**src/rtl/alu_stim_seq.sv**
```systemverilog
// Reads prbs16 words, packs them into ALU test vectors, issues them over valid/ready,
// and folds each ALU result into a 16-bit MISR signature.
module alu_stim_seq #(
  parameter int unsigned NUM_VEC = 256
) (
  input  logic        clk,
  input  logic        rst,
  input  logic        start,
  input  logic [15:0] prbsSeq,
  output logic        shiftEn,
  output logic [7:0]  aluA,
  output logic [7:0]  aluB,
  output logic [3:0]  aluOp,
  output logic        aluValid,
  input  logic        aluReady,
  input  logic        resValid,
  input  logic [15:0] resData,
  output logic        busy,
  output logic        done,
  output logic [15:0] vecCount,
  output logic [15:0] signature
);

  typedef enum logic [2:0] {
    IDLE,
    FETCH_AB,
    FETCH_OP,
    ISSUE,
    WAIT_RES,
    FINISH
  } state_t;

  localparam logic [15:0] LAST_VEC = 16'(NUM_VEC);

  state_t      state;
  state_t      state_nxt;
  logic [15:0] vecNext;
  logic        sigFb;

  assign vecNext = vecCount + 16'd1;
  assign sigFb   = signature[15] ^ signature[13] ^ signature[12] ^ signature[10];

  always_ff @(posedge clk) begin
    if (rst) begin
      state     <= IDLE;
      aluA      <= '0;
      aluB      <= '0;
      aluOp     <= '0;
      vecCount  <= '0;
      signature <= '0;
    end else begin
      state <= state_nxt;
      case (state)
        IDLE: begin
          if (start) begin
            vecCount  <= '0;
            signature <= '0;
          end
        end
        FETCH_AB: begin
          aluA <= prbsSeq[7:0];
          aluB <= prbsSeq[15:8];
        end
        FETCH_OP: begin
          aluOp <= prbsSeq[3:0];
        end
        WAIT_RES: begin
          if (resValid) begin
            vecCount  <= vecNext;
            signature <= {signature[14:0], sigFb} ^ resData;
          end
        end
        default: ;
      endcase
    end
  end

  always_comb begin
    state_nxt = state;
    shiftEn   = 1'b0;
    aluValid  = 1'b0;
    done      = 1'b0;
    busy      = (state != IDLE);
    case (state)
      IDLE: begin
        if (start) state_nxt = FETCH_AB;
      end
      FETCH_AB: begin
        shiftEn   = 1'b1;
        state_nxt = FETCH_OP;
      end
      FETCH_OP: begin
        shiftEn   = 1'b1;
        state_nxt = ISSUE;
      end
      ISSUE: begin
        aluValid = 1'b1;
        if (aluReady) state_nxt = WAIT_RES;
      end
      WAIT_RES: begin
        if (resValid) state_nxt = (vecNext == LAST_VEC) ? FINISH : FETCH_AB;
      end
      FINISH: begin
        done      = 1'b1;
        state_nxt = IDLE;
      end
      default: state_nxt = IDLE;
    endcase
  end

endmodule

```
**config.mk**
```make
export PLATFORM = sky130hd
export DESIGN_NAME = alu_stim_seq
export DESIGN_NICKNAME = d
export VERILOG_FILES = /design/src/rtl/alu_stim_seq.sv
export SDC_FILE = /design/constraint.sdc
export NUM_CORES = 1
export LEC_CHECK = 0
export CAP_MARGIN = 20
export CORE_AREA = 2 2 80 82
export DETAILED_ROUTE_END_ITERATION = 8
export DIE_AREA = 0 0 82 84
export PLACE_DENSITY = 0.78
export SLEW_MARGIN = 25
export SYNTH_ARGS = -nofsm -noshare
export SYNTH_HDL_FRONTEND = slang
export SYNTH_SLANG_ARGS = --single-unit
```
**constraint.sdc**
```tcl
create_clock -name clk -period 1.7 [get_ports clk]
set_input_delay 0.34 -clock clk [delete_from_list [all_inputs] [get_ports clk]]
set_output_delay 0.34 -clock clk [all_outputs]
set_load 0.01 [all_outputs]
```
==> metrics.md <==
| Metric | Value |
|---|---|
| Yosys warning total | `0` |
| I/O pins | `93` |
| First-pass GRT wire length | `between 10000 and 15000 um` |
| Antenna Cells | `0` |
| Max incr delay on CP | `around 570 ps` |
| Leakage power | `between 1.5 and 2 nW` |
| Vias per std cell | `about 5.4` |
| Most common cell after layout, fill and taps aside | `clkdlybuf4s50_1` |
| Min Clock Period, post-route | `about 1700 ps` |
| Total CTS buffers | `5` |
| Area grow syn2layout | `53.17%` |
| Clock transition at the registers of the reported paths | `between 100 and 150 ps` |
| Period utilization | `between 90% and 100%` |
| Top_reg_cell synth | `dfxtp_1` |
| Row count | `29` |
| Skew final | `approximately 11 ps` |
| WP data required | `1360 ps` |
| DRC violations left | `0` |
| WP data arrival | `roughly 1300 ps` |
| DP HPWL | `~5300 um` |
| Vias | `about 2700` |
| CP Class | `reg2out` |
| Root Buffer | `clkbuf_8` |
| Final hold vios | `0` |
| Drt total wl | `between 7000 and 8000 um` |
| R2R Setup Slk | `around 60 ps` |
| Slew of the pin with the lowest slew margin | `a little over 400 ps` |
| RR Startpoint | `vecCount[2]$_SDFFE_PP0P_` |
| Initial core utilization | `43.70%` |
| CP delay by family, top | `buffers and inverters` |
| Buf/Inv on CP | `1` |
| Initial drt markers | `approximately 140` |
| GRT Total Usage | `approximately 22%` |
| Post-synth ARST share | `0%` |
| Critical Path, Cell by Cell | `clkdlybuf4s50_1` |
| 1st-pass router iterations | `5` |
| Wire length on met1 | `slightly above 3000 um` |
| Nets | `around 470` |
| IO buf count | `between 90 and 100` |
| Die span in y | `between 80 and 90 um` |
| Distinct cells, synth | `47` |
| Avg WL per Cell | `14.70 um` |
| Clock sink count | `55` |
| Outcome | `finished, final reports clean` |
| Most frequent cells in the layout | `clkdlybuf4s50_1 (74), nand2_1 (43), buf_4 (39), dfxtp_1 (38)` |
| Inst Count DP | `~490` |
| Hold path start | `rst` |
| Worst setup SP type | `register` |
| Mean Syn Cell Area | `~8.5 um^2` |
| Clock latency on the worst-skew pair | `between 300 and 400 ps` |
| Slowest CP cell | `clkdlybuf4s50_1` |
| CTS tree | `built` |
| Setup violators final | `0` |
| Synth Instances | `between 300 and 400` |
| Initial antenna violation count | `0` |
| Post-Syn Nets | `353` |
| Max IR drop VDD | `0.3967 mV` |
| Start point of the critical path | `signature[13]$_SDFFE_PP0P_` |
| Top sig layer | `met4` |
| Clk buf depth | `2` |
| Share of layout cells above drive strength 1 | `a little under 20%` |
| Core Region | `0.006096 mm^2` |
| Antenna Nets Post-Route | `0` |
| Fillers | `between 400 and 500` |
| CP endpoint kind | `output port` |
| Slew headroom | `between 70% and 80%` |
| Final Max Tran Viols | `0` |
| Worst Hold Slack | `314.9 ps` |
| Met2 wire length | `around 3800 um` |
| F_max | `604.0 MHz` |
| MaxCap Viol Count | `0` |
| EDFF count, synth | `0` |
| CTS Hold Bufs | `0` |
| Non-Filler Instances | `just over 500` |
| Die area | `around 0.0069 mm^2` |
| Die Width | `between 80 and 90 um` |
| GP Congestion | `0.9177` |
| Vias in the first global route | `around 2500` |
| Seq/Total Area, Yosys | `41.33%` |
| Max FO, Critical Path | `4` |
| P per Cell Area | `between 600 and 700 mW/mm^2` |
| Overflow after GRT | `0` |
| WL met3 | `between 400 and 500 um` |
| Hold Crit Class | `in2reg` |
| Flops & latches, synth | `55` |
| CTS H-tree lvls | `2` |
| Pin count of the biggest net entering global routing | `29` |
| Post-synthesis cell area | `about 0.0027 mm^2` |
-- per-stage QoR --
stage          setup WS, ps  instance area (um^2)  util [%]  TNS, ps  total power [W]
3_5_place_dp         -111.7                  3855     63.24   -783.8         0.001830
3_3_place_gp         -81.69                  3855     63.24   -243.9         0.001823
6_report              44.26                  4080     66.93        0         0.002578
4_1_cts               2.049                  4003     65.66        0         0.002603
2_1_floorplan         135.4                  2664         -        0         0.001589
5_1_grt              -18.63                  4080     66.93   -36.56         0.002691
-- worst reg2reg max path, cell delays in order, from the launching register on --
cell	delay, ps
dfxtp_4	390
buf_12	110
nand4_4	150
nor4_2	350
xor2_1	280
a21oi_1	80
a41o_1	180
-- registers in the layout, summed over array words and instances, names as in the netlist --
register   flops
aluA           8
aluB           8
aluOp          4
signature     16
state          3
vecCount      16
-- repair_timing --
action                     CTS  global route
buffers inserted             2             2
setup endpoints to repair   21            14
resized for setup           32            19
pin swaps                    1             1
-- cell families (layout without fill, tap and decap cells) --
kind of cell,count (synthesis),in the layout,synth area share (%)
and+or+nand+nor,120,120,23.77
muxes,5,5,1.926
AOI/OAI and AO/OA,78,78,18.79
xor gates and xnor gates,25,25,8.220
buffers and inverters,31,145,5.495
DFF,55,55,41.33
adders and majority gates,1,1,0.4696
-- routing by layer --
metal | GRT usage, % | vias up
met5 | 0 | -
met4 | 8.333 | 0
met3 | 5.303 | 17
met2 | 36.59 | 121
met1 | 27.15 | 1250
li1 | - | 1338
-- cells in the mapped netlist (2+ instances only) --
library cell	number	area share, %
a21oi_1	32	6.0
a22oi_1	19	5.4
a311oi_1	5	1.6
a31o_1	2	0.66
a31oi_1	2	0.47
a41oi_1	3	0.99
and2_1	2	0.47
and3_1	2	0.47
and3b_1	2	0.66
buf_2	11	2.1
buf_4	2	0.56
clkbuf_1	14	2.0
dfxtp_1	55	41
inv_1	2	0.28
mux2i_1	4	1.5
nand2_1	43	6.1
nand3_1	8	1.5
nand3b_1	3	0.85
nand4_1	4	0.94
nand4_4	2	1.6
nor2_1	33	4.7
nor3_1	2	0.38
nor3b_2	2	0.94
nor4_1	5	1.2
o21ai_0	2	0.38
o21ai_1	7	1.3
or3_1	4	0.94
xnor2_1	7	2.3
xor2_1	18	5.9
-- final cells by class --
class	count	area, um^2	share of cell area (%)
Tap cell	77	96.34	2.361
Sequential cell	55	1142	28.00
Timing Repair Buffer	135	1279	31.34
Clock buffer	5	68.82	1.687
Inverter	2	7.507	0.1840
Clock inverter	3	28.78	0.7053
Multi-Input combinational cell	229	1458	35.73
-- report_power, final --
part / internal [W] / switching, W / leakage [nW]
combinational: 0.000232 / 0.000201 / 1.23
sequential: 0.00132 / 0.0000336 / 0.456
clock: 0.000312 / 0.000479 / 0.0511
total: 0.00186 / 0.000714 / 1.74
-- worst paths after layout --
check / endpoint / depth (start not counted)
setup reg to reg: state[2]$_SDFFE_PP0P_ / 6
hold / removal: vecCount[4]$_SDFFE_PP0P_ / 3
hold reg to reg: aluA[5]$_SDFFE_PP0P_ / 2
setup / recovery: signature[13] / 1
Power figures use the tool's default switching activity.
